$ cat src/rtl/mem_stage_ctrl_if.sv
// Data-memory bus between the memory-stage controller and the data memory.
//   master : controller side (drives address, write data, size, rw, enable)
//   slave  : memory side (drives busy and read data)
// Signals:
//   mem_address      word-aligned byte address
//   mem_data_in      write word toward memory
//   mem_access_size  access size code, 2'b00 = word
//   mem_rw           1 = read, 0 = write
//   mem_enable       request valid
//   mem_busy         access not finished; completes when enable=1 and busy=0
//   mem_data_out     read word, big-endian, valid in the completing cycle
interface mem_stage_ctrl_if #(
  parameter int ADDR_W = 32,
  parameter int DATA_W = 32
);
  logic [ADDR_W-1:0] mem_address;
  logic [DATA_W-1:0] mem_data_in;
  logic [1:0]        mem_access_size;
  logic              mem_rw;
  logic              mem_enable;
  logic              mem_busy;
  logic [DATA_W-1:0] mem_data_out;

  modport master (
    output mem_address, mem_data_in, mem_access_size, mem_rw, mem_enable,
    input  mem_busy, mem_data_out
  );

  modport slave (
    input  mem_address, mem_data_in, mem_access_size, mem_rw, mem_enable,
    output mem_busy, mem_data_out
  );
endinterface

$ cat src/rtl/mem_stage_ctrl.sv
// Memory-stage controller sitting between the X/M pipeline register and the
// data memory. Decodes load/store opcodes, runs word-wide memory accesses
// (read-modify-write for sb/sh), extends load results and reports alignment
// faults. stall_out freezes F/D, D/X and X/M while an access is in flight.
// Ports:
//   clock, reset   single clock, synchronous active-high reset
//   in_valid       X/M holds a live instruction
//   in_insn        IR_XM, opcode in [31:26]
//   in_addr        effective byte address
//   in_wdata       store data
//   mem            data-memory bus (master side)
//   stall_out      freeze upstream stages and X/M
//   out_valid      one-cycle pulse when a load/store retires
//   out_data       extended load value, 0 for stores and faults
//   misalign       one-cycle pulse alongside out_valid on an alignment fault
module mem_stage_ctrl #(
  parameter int ADDR_W = 32,
  parameter int DATA_W = 32
) (
  input  logic                 clock,
  input  logic                 reset,
  input  logic                 in_valid,
  input  logic [31:0]          in_insn,
  input  logic [ADDR_W-1:0]    in_addr,
  input  logic [DATA_W-1:0]    in_wdata,
  mem_stage_ctrl_if.master     mem,
  output logic                 stall_out,
  output logic                 out_valid,
  output logic [DATA_W-1:0]    out_data,
  output logic                 misalign
);

  localparam logic [5:0] OP_LB  = 6'h20;
  localparam logic [5:0] OP_LH  = 6'h21;
  localparam logic [5:0] OP_LW  = 6'h23;
  localparam logic [5:0] OP_LBU = 6'h24;
  localparam logic [5:0] OP_LHU = 6'h25;
  localparam logic [5:0] OP_SB  = 6'h28;
  localparam logic [5:0] OP_SH  = 6'h29;
  localparam logic [5:0] OP_SW  = 6'h2B;

  typedef enum logic [2:0] {IDLE, RD, WR, RMW_RD, RMW_WR, DONE} state_t;

  state_t            state;
  logic              mem_enable_r;
  logic              mem_rw_r;
  logic [DATA_W-1:0] mem_data_in_r;

  // Operands captured when the access leaves IDLE; X/M may change afterwards.
  logic [ADDR_W-1:0] addr_p1;
  logic [5:0]        op_p1;
  logic [15:0]       wdata_p1;

  logic [5:0] op;
  logic       is_load;
  logic       is_store;
  logic       is_mem;
  logic       bad_align;
  logic       unused_insn;

  // Pick the addressed byte/half (big-endian lanes) and extend it.
  function automatic logic [DATA_W-1:0] load_extend(
    input logic [5:0]        opc,
    input logic [1:0]        lane,
    input logic [DATA_W-1:0] word
  );
    logic signed [7:0]  b;
    logic signed [15:0] h;
    logic [DATA_W-1:0]  r;
    unique case (lane)
      2'd0:    b = word[31:24];
      2'd1:    b = word[23:16];
      2'd2:    b = word[15:8];
      default: b = word[7:0];
    endcase
    h = lane[1] ? word[15:0] : word[31:16];
    unique case (opc)
      OP_LB:   r = DATA_W'(b);
      OP_LBU:  r = {{(DATA_W-8){1'b0}}, b};
      OP_LH:   r = DATA_W'(h);
      OP_LHU:  r = {{(DATA_W-16){1'b0}}, h};
      default: r = word;
    endcase
    return r;
  endfunction

  // Replace the target byte/half lane of the read word with the store data.
  function automatic logic [DATA_W-1:0] store_merge(
    input logic [5:0]        opc,
    input logic [1:0]        lane,
    input logic [DATA_W-1:0] word,
    input logic [15:0]       wd
  );
    logic [DATA_W-1:0] r;
    r = word;
    if (opc == OP_SB) begin
      unique case (lane)
        2'd0:    r[31:24] = wd[7:0];
        2'd1:    r[23:16] = wd[7:0];
        2'd2:    r[15:8]  = wd[7:0];
        default: r[7:0]   = wd[7:0];
      endcase
    end else if (lane[1]) begin
      r[15:0] = wd;
    end else begin
      r[31:16] = wd;
    end
    return r;
  endfunction

  // Only the opcode field matters here; the rest of IR_XM is consumed elsewhere.
  assign unused_insn = ^in_insn[25:0];

  always_comb begin
    op        = in_insn[31:26];
    is_load   = (op == OP_LW) || (op == OP_LH) || (op == OP_LHU) ||
                (op == OP_LB) || (op == OP_LBU);
    is_store  = (op == OP_SW) || (op == OP_SH) || (op == OP_SB);
    is_mem    = is_load || is_store;
    bad_align = (((op == OP_LW) || (op == OP_SW)) && (in_addr[1:0] != 2'b00)) ||
                (((op == OP_LH) || (op == OP_LHU) || (op == OP_SH)) && in_addr[0]);
  end

  // A misaligned op is not stalled: it retires from DONE without touching memory.
  assign stall_out = ((state != IDLE) && (state != DONE)) ||
                     ((state == IDLE) && in_valid && is_mem && !bad_align);

  assign mem.mem_address     = {addr_p1[ADDR_W-1:2], 2'b00};
  assign mem.mem_data_in     = mem_data_in_r;
  assign mem.mem_access_size = 2'b00;
  assign mem.mem_rw          = mem_rw_r;
  assign mem.mem_enable      = mem_enable_r;

  // ---- X/M -> access stage: operand capture ----
  always_ff @(posedge clock) begin
    if ((state == IDLE) && in_valid) begin
      addr_p1  <= in_addr;
      op_p1    <= op;
      wdata_p1 <= in_wdata[15:0];
    end
  end

  // ---- access stage -> M/W: sequencing and registered outputs ----
  always_ff @(posedge clock) begin
    if (reset) begin
      state         <= IDLE;
      mem_enable_r  <= 1'b0;
      mem_rw_r      <= 1'b1;
      mem_data_in_r <= '0;
      out_valid     <= 1'b0;
      out_data      <= '0;
      misalign      <= 1'b0;
    end else begin
      unique case (state)
        IDLE: begin
          if (in_valid && is_mem) begin
            if (bad_align) begin
              state     <= DONE;
              out_valid <= 1'b1;
              misalign  <= 1'b1;
              out_data  <= '0;
            end else if (is_load) begin
              state        <= RD;
              mem_enable_r <= 1'b1;
              mem_rw_r     <= 1'b1;
            end else if (op == OP_SW) begin
              state         <= WR;
              mem_enable_r  <= 1'b1;
              mem_rw_r      <= 1'b0;
              mem_data_in_r <= in_wdata;
            end else begin
              state        <= RMW_RD;
              mem_enable_r <= 1'b1;
              mem_rw_r     <= 1'b1;
            end
          end
        end
        RD: begin
          if (!mem.mem_busy) begin
            state        <= DONE;
            mem_enable_r <= 1'b0;
            out_valid    <= 1'b1;
            out_data     <= load_extend(op_p1, addr_p1[1:0], mem.mem_data_out);
          end
        end
        RMW_RD: begin
          // Enable stays high straight into the write half of the RMW.
          if (!mem.mem_busy) begin
            state         <= RMW_WR;
            mem_rw_r      <= 1'b0;
            mem_data_in_r <= store_merge(op_p1, addr_p1[1:0], mem.mem_data_out, wdata_p1);
          end
        end
        WR, RMW_WR: begin
          if (!mem.mem_busy) begin
            state        <= DONE;
            mem_enable_r <= 1'b0;
            mem_rw_r     <= 1'b1;
            out_valid    <= 1'b1;
            out_data     <= '0;
          end
        end
        DONE: begin
          state     <= IDLE;
          out_valid <= 1'b0;
          misalign  <= 1'b0;
          out_data  <= '0;
        end
        default: begin
          state        <= IDLE;
          mem_enable_r <= 1'b0;
          mem_rw_r     <= 1'b1;
        end
      endcase
    end
  end

endmodule
$ cat src/flat_wrapper.sv
// flat-port wrapper written by rule: the top's interface ports become plain ports
module mem_stage_ctrl_flat 
#(
  parameter int ADDR_W = 32,
  parameter int DATA_W = 32
)
  (clock, reset, in_valid, in_insn, in_addr, in_wdata, stall_out, out_valid, out_data, misalign, mem_mem_address, mem_mem_data_in, mem_mem_access_size, mem_mem_rw, mem_mem_enable, mem_mem_busy, mem_mem_data_out);
  mem_stage_ctrl_if #(.ADDR_W(ADDR_W), .DATA_W(DATA_W)) mem_i ();
  input  logic clock;
  input  logic reset;
  input  logic in_valid;
  input  logic [31:0] in_insn;
  input  logic [ADDR_W-1:0] in_addr;
  input  logic [DATA_W-1:0] in_wdata;
  output logic stall_out;
  output logic out_valid;
  output logic [DATA_W-1:0] out_data;
  output logic misalign;
  output wire logic [$bits(mem_i.mem_address)-1:0] mem_mem_address;
  output wire logic [$bits(mem_i.mem_data_in)-1:0] mem_mem_data_in;
  output wire logic [$bits(mem_i.mem_access_size)-1:0] mem_mem_access_size;
  output wire logic [$bits(mem_i.mem_rw)-1:0] mem_mem_rw;
  output wire logic [$bits(mem_i.mem_enable)-1:0] mem_mem_enable;
  input wire logic [$bits(mem_i.mem_busy)-1:0] mem_mem_busy;
  input wire logic [$bits(mem_i.mem_data_out)-1:0] mem_mem_data_out;
  assign mem_mem_address = mem_i.mem_address;
  assign mem_mem_data_in = mem_i.mem_data_in;
  assign mem_mem_access_size = mem_i.mem_access_size;
  assign mem_mem_rw = mem_i.mem_rw;
  assign mem_mem_enable = mem_i.mem_enable;
  assign mem_i.mem_busy = mem_mem_busy;
  assign mem_i.mem_data_out = mem_mem_data_out;
  mem_stage_ctrl #(.ADDR_W(ADDR_W), .DATA_W(DATA_W)) u_core (.clock(clock), .reset(reset), .in_valid(in_valid), .in_insn(in_insn), .in_addr(in_addr), .in_wdata(in_wdata), .mem(mem_i), .stall_out(stall_out), .out_valid(out_valid), .out_data(out_data), .misalign(misalign));
endmodule
$ cat config.mk
export PLATFORM = sky130hd
export DESIGN_NAME = mem_stage_ctrl_flat
export DESIGN_NICKNAME = d
export VERILOG_FILES = /design/src/rtl/mem_stage_ctrl_if.sv /design/src/rtl/mem_stage_ctrl.sv /design/src/flat_wrapper.sv
export SDC_FILE = /design/constraint.sdc
export NUM_CORES = 1
export LEC_CHECK = 0
export CORE_UTILIZATION = 44
export CTS_CLUSTER_DIAMETER = 150
export DETAILED_ROUTE_END_ITERATION = 10
export PLACE_DENSITY = 0.88
export SYNTH_ARGS = -nofsm -noshare
export SYNTH_HDL_FRONTEND = slang
export SYNTH_SLANG_ARGS = --single-unit
$ cat constraint.sdc
create_clock -name clock -period 2.9 [get_ports clock]
set_clock_uncertainty 0.05 [all_clocks]
set_input_delay 0.58 -clock clock [delete_from_list [all_inputs] [get_ports clock]]
set_output_delay 0.58 -clock clock [all_outputs]
set_load 0.01 [all_outputs]
; ---- Word-level counts from Yosys, hierarchy flattened
; Cells that the tools add are included.
[word_totals]
out_inout_bits = 103
latchBits = 0
memories = 0
word_cells = 124
ramBits = 0
input_bits = 132
reg_bits = 125
rom_bits = 0
[op_classes]
mux = 42
bitwise = 2
shift = 0
reduce_logical = 40
magnitude_cmp = 0
n_addsub = 0
eq_ne = 30
n_div = 0
mul = 0
[op_table]
columns = cell, count
row1 = $mux W32, 10
row2 = $pmux W32 S4, 2
row3 = $eq A6 B6 Y1 const B, 13
row4 = $pmux W32 S2, 1
row5 = $mux W16, 3
row6 = $mux W8, 4
row7 = $pmux W8 S3, 1
row8 = $mux W3, 5
row9 = $ne A2 B2 Y1 const B, 7
row10 = $logic_or A1 B1 Y1, 12
row11 = $mux W1, 11
row12 = $reduce_and A5 Y1, 2
row13 = $pmux W3 S3, 1
row14 = $reduce_and A4 Y1, 2
row15 = $logic_and A1 B1 Y1, 7
row16 = $eq A3 B2 Y1 const B, 2
row17 = $eq A3 B3 Y1 const B, 2
row18 = $pmux W1 S3, 2
row19 = $reduce_and A3 Y1, 2
row20 = $reduce_and A6 Y1, 1
row21 = $reduce_bool A2 Y1, 3
row22 = $reduce_bool A3 Y1, 2
row23 = $reduce_or A2 Y1, 3
row24 = $reduce_or A3 Y1, 2
row25 = other kinds (12), 14

; ---- Longest topological paths before layout
; Gate-level depths: netlist of run 1.
[depth]
word_depth = 9
depth_mapped = 9
mapped_depth_nobuf = 5

; ---- Least setup slack after synthesis of run 1
; No wires, ideal clock.
[synth_path]
kind = input to register
startpoint = input port in_valid
endpoint = register u_core.out_data[0]
setup_time_ns = 0.070
path_slack_ns = 0.622
t_required_ns = 2.780
stages = 5
t_arrival_ns = 2.158
n_path_buf = 0
cell_sequence = a21bo_1 a2111o_1 o31a_4 or4_1 a21oi_1
[synth_via]
elab_chain_len = 3
[synth_rtl]
columns = item, line
row1 = "start, declared", flat_wrapper.sv:11  ; input logic in_valid;
row2 = $logic_and A1 B1 Y1, mem_stage_ctrl.sv:156  ; if (in_valid && is_mem) begin
row3 = $ne A2 B2 Y1 (no line), n/a
row4 = $reduce_and A5 Y1 (no line), n/a
row5 = "end signal, assigned", mem_stage_ctrl.sv:183  ; out_data <= load_extend(op_p1, addr_p1[1:0], mem.mem_data_out);
row6 = "end, declared", mem_stage_ctrl.sv:29  ; output logic [DATA_W-1:0] out_data,
; No other way between the ends.
; A chain may end at the register's enable or synchronous reset.

; ---- Worst setup path after layout of run 1
[layout_path]
startpoint = input port in_valid
endpoint = output port stall_out
[layout_via]
elab_chain_len = 4
[layout_rtl]
columns = item, line
row1 = $logic_and A1 B1 Y1 (3 in a row), mem_stage_ctrl.sv:126  ; ((state == IDLE) && in_valid && is_mem && !bad_align);
row2 = $logic_or A1 B1 Y1, mem_stage_ctrl.sv:125  ; assign stall_out = ((state != IDLE) && (state != DONE)) ||
row3 = "end, declared", flat_wrapper.sv:15  ; output logic stall_out;
; No other way between the ends.

==> results of run 1 <==
[layout make-up]
cell class	instances	area [um2]	share of cell area, %
sequential	125	3040	34.2
clock buffer	19	433	4.86
clock inverter	13	101	1.14
tap	176	220	2.47
timing repair buffer	251	2420	27.2
inverter	5	18.8	0.211
multi-input combinational	407	2670	30.0
[per-stage QoR]
step | TNS [ns] | hold slack, ns
floorplan | 0 | 0.431
finish | 0 | 0.406
global placement | -0.492 | 0.391
CTS | 0 | 0.407
detailed placement | -1.17 | 0.397
global route | -0.00477 | 0.428
[routing by layer]
layer  share of wire, %  wire length, um  vias up
met1                 41             8140     2814
li1                   -                -     2694
met3                9.8             1940       37
met4                2.2              428        0
met5                  0                0        -
met2                 47             9200      339
[kinds of logic after synthesis]
logic type / count (synthesis) / share of synthesized area [%]
buffers and inverters: 89 / 7.69
DFF: 125 / 49.6
muxes: 20 / 3.51
AOI/OAI and AO/OA: 221 / 25.5
other: 1 / 0.0611
and+or+nand+nor: 162 / 13.6
[cell usage in the layout (no fill, tap or decap), types with 5 or more instances in the layout]
cell type,n
o2bb2ai_1,16
a31o_2,8
or3_1,6
a21oi_1,67
o21ai_0,25
edfxtp_1,54
o221ai_1,20
clkbuf_16,17
dlygate4sd2_1,8
nand2_1,27
a32oi_1,6
a211oi_1,30
nand3b_1,10
nor3_1,6
nand3_1,8
clkinv_2,5
dfxtp_1,71
nor2_1,67
mux2i_1,17
a211o_1,8
o22a_1,9
o41ai_1,9
inv_1,5
buf_4,44
nand2b_1,7
clkdlybuf4s50_1,195
[worst paths after layout]
path / cells past startpoint / startpoint / slack (ns) / end
worst max-delay path: 7 / in_valid / 0.06 / stall_out
worst min register to register: 2 / u_core.mem.mem_data_in[20] / 0.41 / u_core.mem.mem_data_in[20]
worst max register to register: 6 / u_core.state[2] / 0.51 / u_core.out_data[11]
worst min-delay path: 2 / u_core.mem.mem_data_in[20] / 0.41 / u_core.mem.mem_data_in[20]
[cells in the mapped netlist (2+ instances only)]
cell	instances	area, um2
dfxtp_1	71	1420
a21oi_1	67	335
nor2_1	67	251
edfxtp_1	54	1620
clkbuf_1	39	146
buf_4	34	255
a211oi_1	31	233
nand2_1	27	101
o21ai_0	25	125
o221ai_1	20	175
mux2i_1	17	170
o2bb2ai_1	16	140
nand3b_1	10	75.1
o22a_1	9	78.8
o41ai_1	9	78.8
a211o_1	8	70.1
a31o_2	8	70.1
buf_2	8	40.0
nand3_1	8	40.0
nand2b_1	7	43.8
nor3_1	7	35.0
a32oi_1	6	52.6
or3_1	6	37.5
inv_1	5	18.8
and2_1	4	25.0
nor2b_1	4	25.0
or3b_2	4	35.0
or4_1	4	30.0
a21o_1	3	22.5
a31oi_1	3	18.8
buf_1	3	11.3
and4bb_2	2	25.0
mux2_2	2	22.5
nor3b_1	2	15.0
or4b_1	2	20.0
[power groups by stage]
stage / sequential (W) / combinational (W) / clock (W)
floorplan: 0.00241 / 0.00141 / 0
global placement: 0.00248 / 0.00225 / 0
detailed placement: 0.00249 / 0.00228 / 0
CTS: 0.00246 / 0.00229 / 0.00195
global route: 0.00250 / 0.00249 / 0.00204
finish: 0.00247 / 0.00231 / 0.00192
[sequential cells by signal (all words and copies together), names as in the netlist, 3 cells and up]
name / flops
u_core.state: 3
u_core.wdata_p1: 16
u_core.mem.mem_data_in: 32
u_core.op_p1: 6
u_core.addr_p1: 32
u_core.out_data: 32
[timing repair]
action,4_1_cts,5_1_grt
buffers inserted,1,0
pin swaps,1,1
endpoints found under the setup margin,1,1
resized for setup,13,1
[worst max-delay path: stages]
cell	delay [ns]
clkdlybuf4s50_1	0.43
a21bo_1	0.23
a211oi_2	0.05
and2_4	0.17
or3_1	0.31
a21o_1	0.16
dlygate4sd2_1	0.28
==> metrics, run 1 <==
Peak VDD IR=approximately 0.43 mV; Ant. Diodes=0; Flop pwr share=36.8%; via count=5884; total power=0.00670 W; Die W=about 120 um; share of layout cells above drive strength 1=between 10% and 20%; TritonCTS clock tree=done; Logic pwr share=between 30% and 40%; initial core utilization=45.8%; maxcap violations=0; Slew Limit Fails=0; number of flops mapped to enable cells by yosys=54; I/O pin count=235; I/O Buffers=~200; Tmin final=between 2 and 3 ns; actual slew at the worst max-slew pin=between 0.6 and 0.7 ns; Worst-path clk slew=0.05 ns; Final nets=roughly 940; Worst Setup End Kind=output port; 1st-pass router iterations=6; synth warn=0; Layout area overhead=45.1%; status=completed; M2 GR Usage=44.3%; met3 usage=about 7.0%; Final Cell Area=roughly 8900 um2; Synth Register Bits=between 100 and 150; critical path data arrival time=2.21 ns; Setup violations, final=0; Fillers=around 1000; relative slew slack=58.0%; GRT met1 Usage=36.6%; register area share after synthesis=~50%; Clock Tree Buf Depth=2; GRT overflow=0; Final period util=between 90% and 100%; initial antenna violation count=0; Synth Flop Type=dfxtp_1; PD cells=roughly 750 nW/um2; Row Count=42; Clock power frac=roughly 29%; first-pass GRT wire length=approximately 30000 um; Final Hold Vio Count=0; CTS buffer count=17; core area=approximately 13000 um2; fin util=66.4%; Vias per Instance=5.91; Achievable Freq=approximately 350 MHz; Post-Place Setup Slack=-0.340 ns; sw power=0.00227 W; die footprint=around 14000 um2; Leakage Power=roughly 3.1 nW; final WL=around 20000 um; ANT nets after route=0; Critical Path RT=about 2.3 ns; Die Y=120 um; worst setup margin=about 0.059 ns; Synth Instances=~620; number of clock sinks=125; CTS Hold Bufs=0; library cells used by synthesis=just over 60; CP Max Fanout=2; Net Sw Frac=roughly 34%; final routed DRC violation total=0; Root Driver=clkbuf_16; asr flop ratio synth=0%; CP Class=in -> out; syn avg cell area=9.92 um2; largest net degree at the start of global routing=55; Worst-Skew Late Latency=around 0.42 ns; hpwl dp=roughly 14000 um; Final Non-Filler Cells=between 900 and 1000; initial DRC count=a little under 800; synthesized area=about 6100 um2; busiest grt layer=met2; Internal Power=between 0.004 and 0.005 W; worst hold path type=reg -> reg; WL/cell=19.8 um; placed insts=963; Routability Congestion=~0.9; Tot GR Track Use=around 28%; startpoint types=input port; vias in the first global route=approximately 5500; post-place instance area=8340 um2; htree depth=4
Power figures use the tool's default switching activity.
==> run 2, diff against run 1 <==
Settings changed: CORE_UTILIZATION 44 to 60, DONT_BUFFER_PORTS from default to 1, HOLD_SLACK_MARGIN from default to 0.08, PLACE_DENSITY 0.88 to 0.84.
==> run 2 against run 1 <==
Die area decreased by 26%. Sequential share of layout area is 9.2 points higher. Clock power increased by 6%. Power is 7.5% lower. First-iteration DRC count is 49% lower. Critical endpoint is now u_core.mem.mem_data_in[10]. Sequential power is 6% higher. Register-to-register slack lost 0.25 ns. Highest routed layer unchanged. Maximum frequency is 7.8% higher. Via count is 12% lower. Combinational power down 32%. Routed wire length shrank 8.6%. Critical path depth down 2.
==> metrics, run 2 (synthesis results as in run 1) <==
Critical Path RT=3.27 ns (+1.00 ns); core area=9820 um2 (-27%); Setup violations, final=0 (unchanged); 1st-pass router iterations=5 (-1); Worst-Skew Late Latency=0.53 ns (+0.11 ns); Achievable Freq=379 MHz (+7.8%); maxcap violations=0 (unchanged); Tot GR Track Use=33.8% (+5.9 points); vias in the first global route=4778 (-13%); CP Max Fanout=20 (+18); Clock Tree Buf Depth=2 (unchanged); share of layout cells above drive strength 1=11.6% (-1.4 points); Ant. Diodes=0 (unchanged); Crit path largest cell delay=0.80 ns (+0.37 ns); Routability Congestion=0.863 (-4.1%); Tmin final=2.64 ns (-0.206 ns); hpwl dp=12200 um (-13%); leading cell type in the layout, fill and taps excluded=dfxtp_1; largest net degree at the start of global routing=55 (unchanged); Vias per Instance=6.81 (+15%); Final period util=90.9% (-7.1 points); most frequent cells in the layout=71 x dfxtp_1, 67 x nor2_1, 67 x a21oi_1; relative slew slack=45.7% (-12 points); Worst Setup End Kind=register; Final nets=746 (-21%); post-route setup TNS=0 ns (unchanged); worst hold path type=in -> reg; Final Hold Vio Count=0 (unchanged); Worst-path clk slew=0.06 ns (about the same); PD cells=884 nW/um2 (+17%); CP Class=reg -> reg; fin util=71.4% (+5.0 points); GRT overflow=0 (unchanged); Setup Fix Bufs, Post-CTS=0 (-1); Root Driver=clkbuf_8; htree depth=4 (unchanged); Leakage Power=2.36 nW (-24%); initial DRC count=392 (-49%); actual slew at the worst max-slew pin=0.813 ns (+0.184 ns); CTS buffer count=17 (unchanged); first-pass GRT wire length=26200 um (-14%); Slew Limit Fails=0 (unchanged); ANT nets after route=0 (unchanged); final routed DRC violation total=0 (unchanged); initial antenna violation count=0 (unchanged); Die Y=103 um (-14%); Peak VDD IR=0.472 mV (+9.9%); Row Count=36 (-14%); worst path cell trace=buf_4, inv_1, a21oi_1, o221ai_1, a211oi_1; critical path data arrival time=3.01 ns (+0.80 ns); I/O Buffers=0 (-100%); Layout area overhead=14.4%; TritonCTS clock tree=done; CTS Hold Bufs=19 (+19); startpoint types=register; status=completed; WL/cell=23.7 um (+20%); initial core utilization=62.5% (+17 points); RSZ-0062 raised after global routing=no; Die W=103 um (-14%); final WL=18000 um (-8.6%); CP max stage cell=edfxtp_1; I/O pin count=235 (unchanged); via count=5179 (-12%); die footprint=10600 um2 (-26%); post-CTS resize count=0 (-13); number of clock sinks=125 (unchanged)
==> run 2: cell types whose count changed in the layout (fill, tap and decap cells not counted), sizes merged, moves of 4 or more <==
cell	previous run	this run
dlygate4sd2	8	0
clkinv	8	4
buf	48	18
dlygate4sd3	0	40
clkdlybuf4s50	195	0
clkbuf	19	23
==> run 2: worst paths after layout <==
| check | from | end | slack [ns] | depth (start not counted) |
|---|---|---|---|---|
| setup / recovery | u_core.addr_p1[1] | u_core.mem.mem_data_in[10] | 0.26 | 5 |
| hold / removal | in_wdata[2] | u_core.wdata_p1[2] | 0.1 | 0 |
| setup reg to reg | u_core.addr_p1[1] | u_core.mem.mem_data_in[10] | 0.26 | 5 |
| hold reg to reg | u_core.mem.mem_data_in[23] | u_core.mem.mem_data_in[23] | 0.45 | 2 |
==> run 2: final cells by class <==
| type | instances | area (um2) |
|---|---|---|
| repair buffers | 58 | 573 |
| clock buffers | 23 | 488 |
| multi-input cells | 407 | 2640 |
| inverters | 5 | 18.8 |
| well taps | 133 | 166 |
| clock inverters | 9 | 83.8 |
| flip-flops and latches | 125 | 3040 |
| fillers | 725 | 2810 |
==> run 2: critical path: cells and delay by family (launching register included) <==
kind | cells | cell delay [ns]
flops | 1 | 0.80
buf+inv | 2 | 0.56
compound gates | 3 | 1.12
==> run 2: metrics by stage <==
stage               total power [W]  cells  setup slack (ns)  area, um2  hold slack (ns)
detailed placement          0.00409    687             0.366       6020            0.443
global placement            0.00404    687             0.457       6020            0.436
finish                      0.00620    760             0.265       7010           0.0996
CTS                         0.00614    738             0.375       6790           0.0801
global route                0.00647    760             0.130       7010           0.0836
floorplan                   0.00382    621             0.622       6140            0.431
==> run 2: per-layer routing <==
| metal | up-vias | share of wire (%) | track usage, % |
|---|---|---|---|
| li1 | 2311 | - | - |
| met1 | 2410 | 36 | 38.2 |
| met2 | 390 | 48 | 55.9 |
| met3 | 68 | 12 | 14.2 |
| met4 | 0 | 3.4 | 15.4 |
| met5 | - | 0 | 0 |
==> run 2: report_power, final <==
group | switching, W | internal (W) | total, W
combinational | 0.00102 | 0.000547 | 0.00156
sequential | 0.000363 | 0.00224 | 0.00261
clock | 0.000775 | 0.00125 | 0.00203
total | 0.00216 | 0.00404 | 0.00620
==> run 3, diff against run 2 <==
Settings changed: GPL_TIMING_DRIVEN from default to 0, REMOVE_ABC_BUFFERS from default to 1, SKIP_LAST_GASP from default to 1.
==> run 3 against run 2 <==
Routed wire length grew 0.21%. Die area is the same. Setup slack lost 0.074 ns. Cell area shrank 4.2%. Critical path type unchanged. Combinational power shrank 7%. Flip-flop and latch count is the same. Largest power group unchanged. Sequential power grew 2%. Critical endpoint is now u_core.mem.mem_data_in[0]. Clock-buffer cell count shrank 3. Cell count shrank 4.1%.
==> metrics, run 3 (synthesis results as in run 1) <==
Slew Limit Fails=0 (unchanged); Final Cell Area=6720 um2 (-4.2%); Leakage Power=2.21 nW (-6.3%); Layout area overhead=9.61%; GRT overflow=0 (unchanged); actual slew at the worst max-slew pin=1.13 ns (+0.314 ns); via count=5148 (-0.60%); CTS buffer count=17 (unchanged); Final nets=714 (-4.3%); TritonCTS clock tree=done; share of layout cells above drive strength 1=11.4% (-0.21 points); first-pass GRT wire length=25900 um (-1.2%); initial core utilization=62.5% (unchanged); Clock Tree Buf Depth=2 (unchanged); Final period util=93.4% (+2.6 points); CP Max Fanout=24 (+20%); Final Hold Vio Count=0 (unchanged); Achievable Freq=369 MHz (-2.7%); Worst Hold Depth=0 (unchanged); I/O pin count=235 (unchanged); final WL=18100 um (+0.21%); WHS=0.107 ns (+0.00725 ns); Worst-path clk slew=0.06 ns (about the same); most frequent cells in the layout=71 x dfxtp_1, 67 x nor2_1, 64 x a21oi_1; hpwl dp=11800 um (-3.2%); Routability Congestion=0.993 (+15%); number of clock sinks=125 (unchanged); htree depth=4 (unchanged); Vias per Instance=7.06 (+3.6%); Fillers=749 (+3.3%); RSZ-0062 raised after global routing=no; Die W=103 um (unchanged); Root Driver=clkbuf_8; 1st-pass router iterations=5 (unchanged); largest net degree at the start of global routing=55 (unchanged); Die Y=103 um (unchanged); I/O Buffers=0 (unchanged); core area=9820 um2 (unchanged); ANT nets after route=0 (unchanged); Tmin final=2.71 ns (+0.0743 ns); vias in the first global route=4710 (-1.4%); relative slew slack=24.6% (-21 points); leading cell type in the layout, fill and taps excluded=dfxtp_1; Post-Place Setup Slack=-0.120 ns (-0.486 ns); Row Count=36 (unchanged); area occupied by multi-input gates=2670 um2 (+1.2%); worst hold path type=in -> reg; FF+latch area=3040 um2 (unchanged); Peak VDD IR=0.496 mV (+5.0%); maxcap violations=0 (unchanged); final routed DRC violation total=0 (unchanged); worst setup margin=0.190 ns (-0.0743 ns); die footprint=10600 um2 (unchanged); critical path data arrival time=3.02 ns (about the same); initial antenna violation count=1 (+1); PD cells=904 nW/um2 (+2.3%); fin util=68.5% (-3.0 points); WL/cell=24.8 um (+4.5%); startpoint types=register; Tot GR Track Use=33.5% (-0.29 points); Setup violations, final=0 (unchanged); initial DRC count=467 (+19%); post-place instance area=5940 um2 (-1.4%); Worst Setup End Kind=register; reg2reg path depth=4 (-1); Worst-Skew Late Latency=0.51 ns (-0.02 ns); CP Class=reg -> reg; status=completed; Critical Path RT=3.21 ns (-0.06 ns)
-- run 3: cell count changes in the layout (fill, tap and decap cells not counted), moves of 2 or more --
cell	delta
a21oi_2	+2
a21oi_1	-3
inv_4	+2
inv_6	+4
dlygate4sd3_1	-20
clkinv_2	-2
clkbuf_8	-3
buf_12	-3
buf_6	+2
buf_4	-12
-- run 3: critical path, cell delays in order, from the launching register on --
cell and delay [ns]:
dfxtp_1 0.83, nand3_1 0.88, a31o_2 0.51, a21oi_1 0.15
o41ai_1 0.10
-- run 3: cell type report --
type,instances,share of cell area [%]
antenna,1,0.0372
clock buffer,20,6.64
clock inverter,12,1.49
inverter,5,0.279
multi-input combinational,407,39.8
sequential,125,45.3
tap,133,2.48
timing repair buffer,26,4.06
-- run 3: power by group --
| part | internal [W] | leakage, nW | switching, W |
|---|---|---|---|
| registers | 0.00225 | 1.09 | 0.000420 |
| clock network | 0.00112 | 0.265 | 0.000832 |
| logic | 0.000475 | 0.861 | 0.000978 |
-- run 3: repair_timing --
item	in CTS	in global routing
resized for setup	1	5
hold buffers	4	16
endpoints found under the setup margin	5	48
hold endpoints to repair	22	16
buffers inserted	0	1
-- run 3: per-layer routing --
| metal | global-route usage [%] | vias up | part of all wire (%) |
|---|---|---|---|
| li1 | - | 2247 | - |
| met3 | 11.4 | 46 | 13 |
| met5 | 0 | - | 0 |
| met1 | 41.2 | 2491 | 36 |
| met4 | 14.6 | 0 | 2.8 |
| met2 | 53.8 | 364 | 48 |
-- run 3: per-stage QoR --
step / total power [W] / std cells / TNS, ns
after floorplan: 0.00358 / 537 / -35.29
after global placement: 0.00397 / 670 / -117.66
after detailed placement: 0.00405 / 675 / -0.399
after CTS: 0.00601 / 711 / 0
after global routing: 0.00632 / 728 / 0
final: 0.00608 / 729 / 0
-- run 3: final timing paths --
path / start / to / slack, ns
min: in_addr[7] / u_core.addr_p1[7] / 0.11
max: u_core.state[1] / u_core.mem.mem_data_in[0] / 0.19
min reg2reg: u_core.mem.mem_data_in[19] / u_core.mem.mem_data_in[19] / 0.45
max reg2reg: u_core.state[1] / u_core.mem.mem_data_in[0] / 0.19
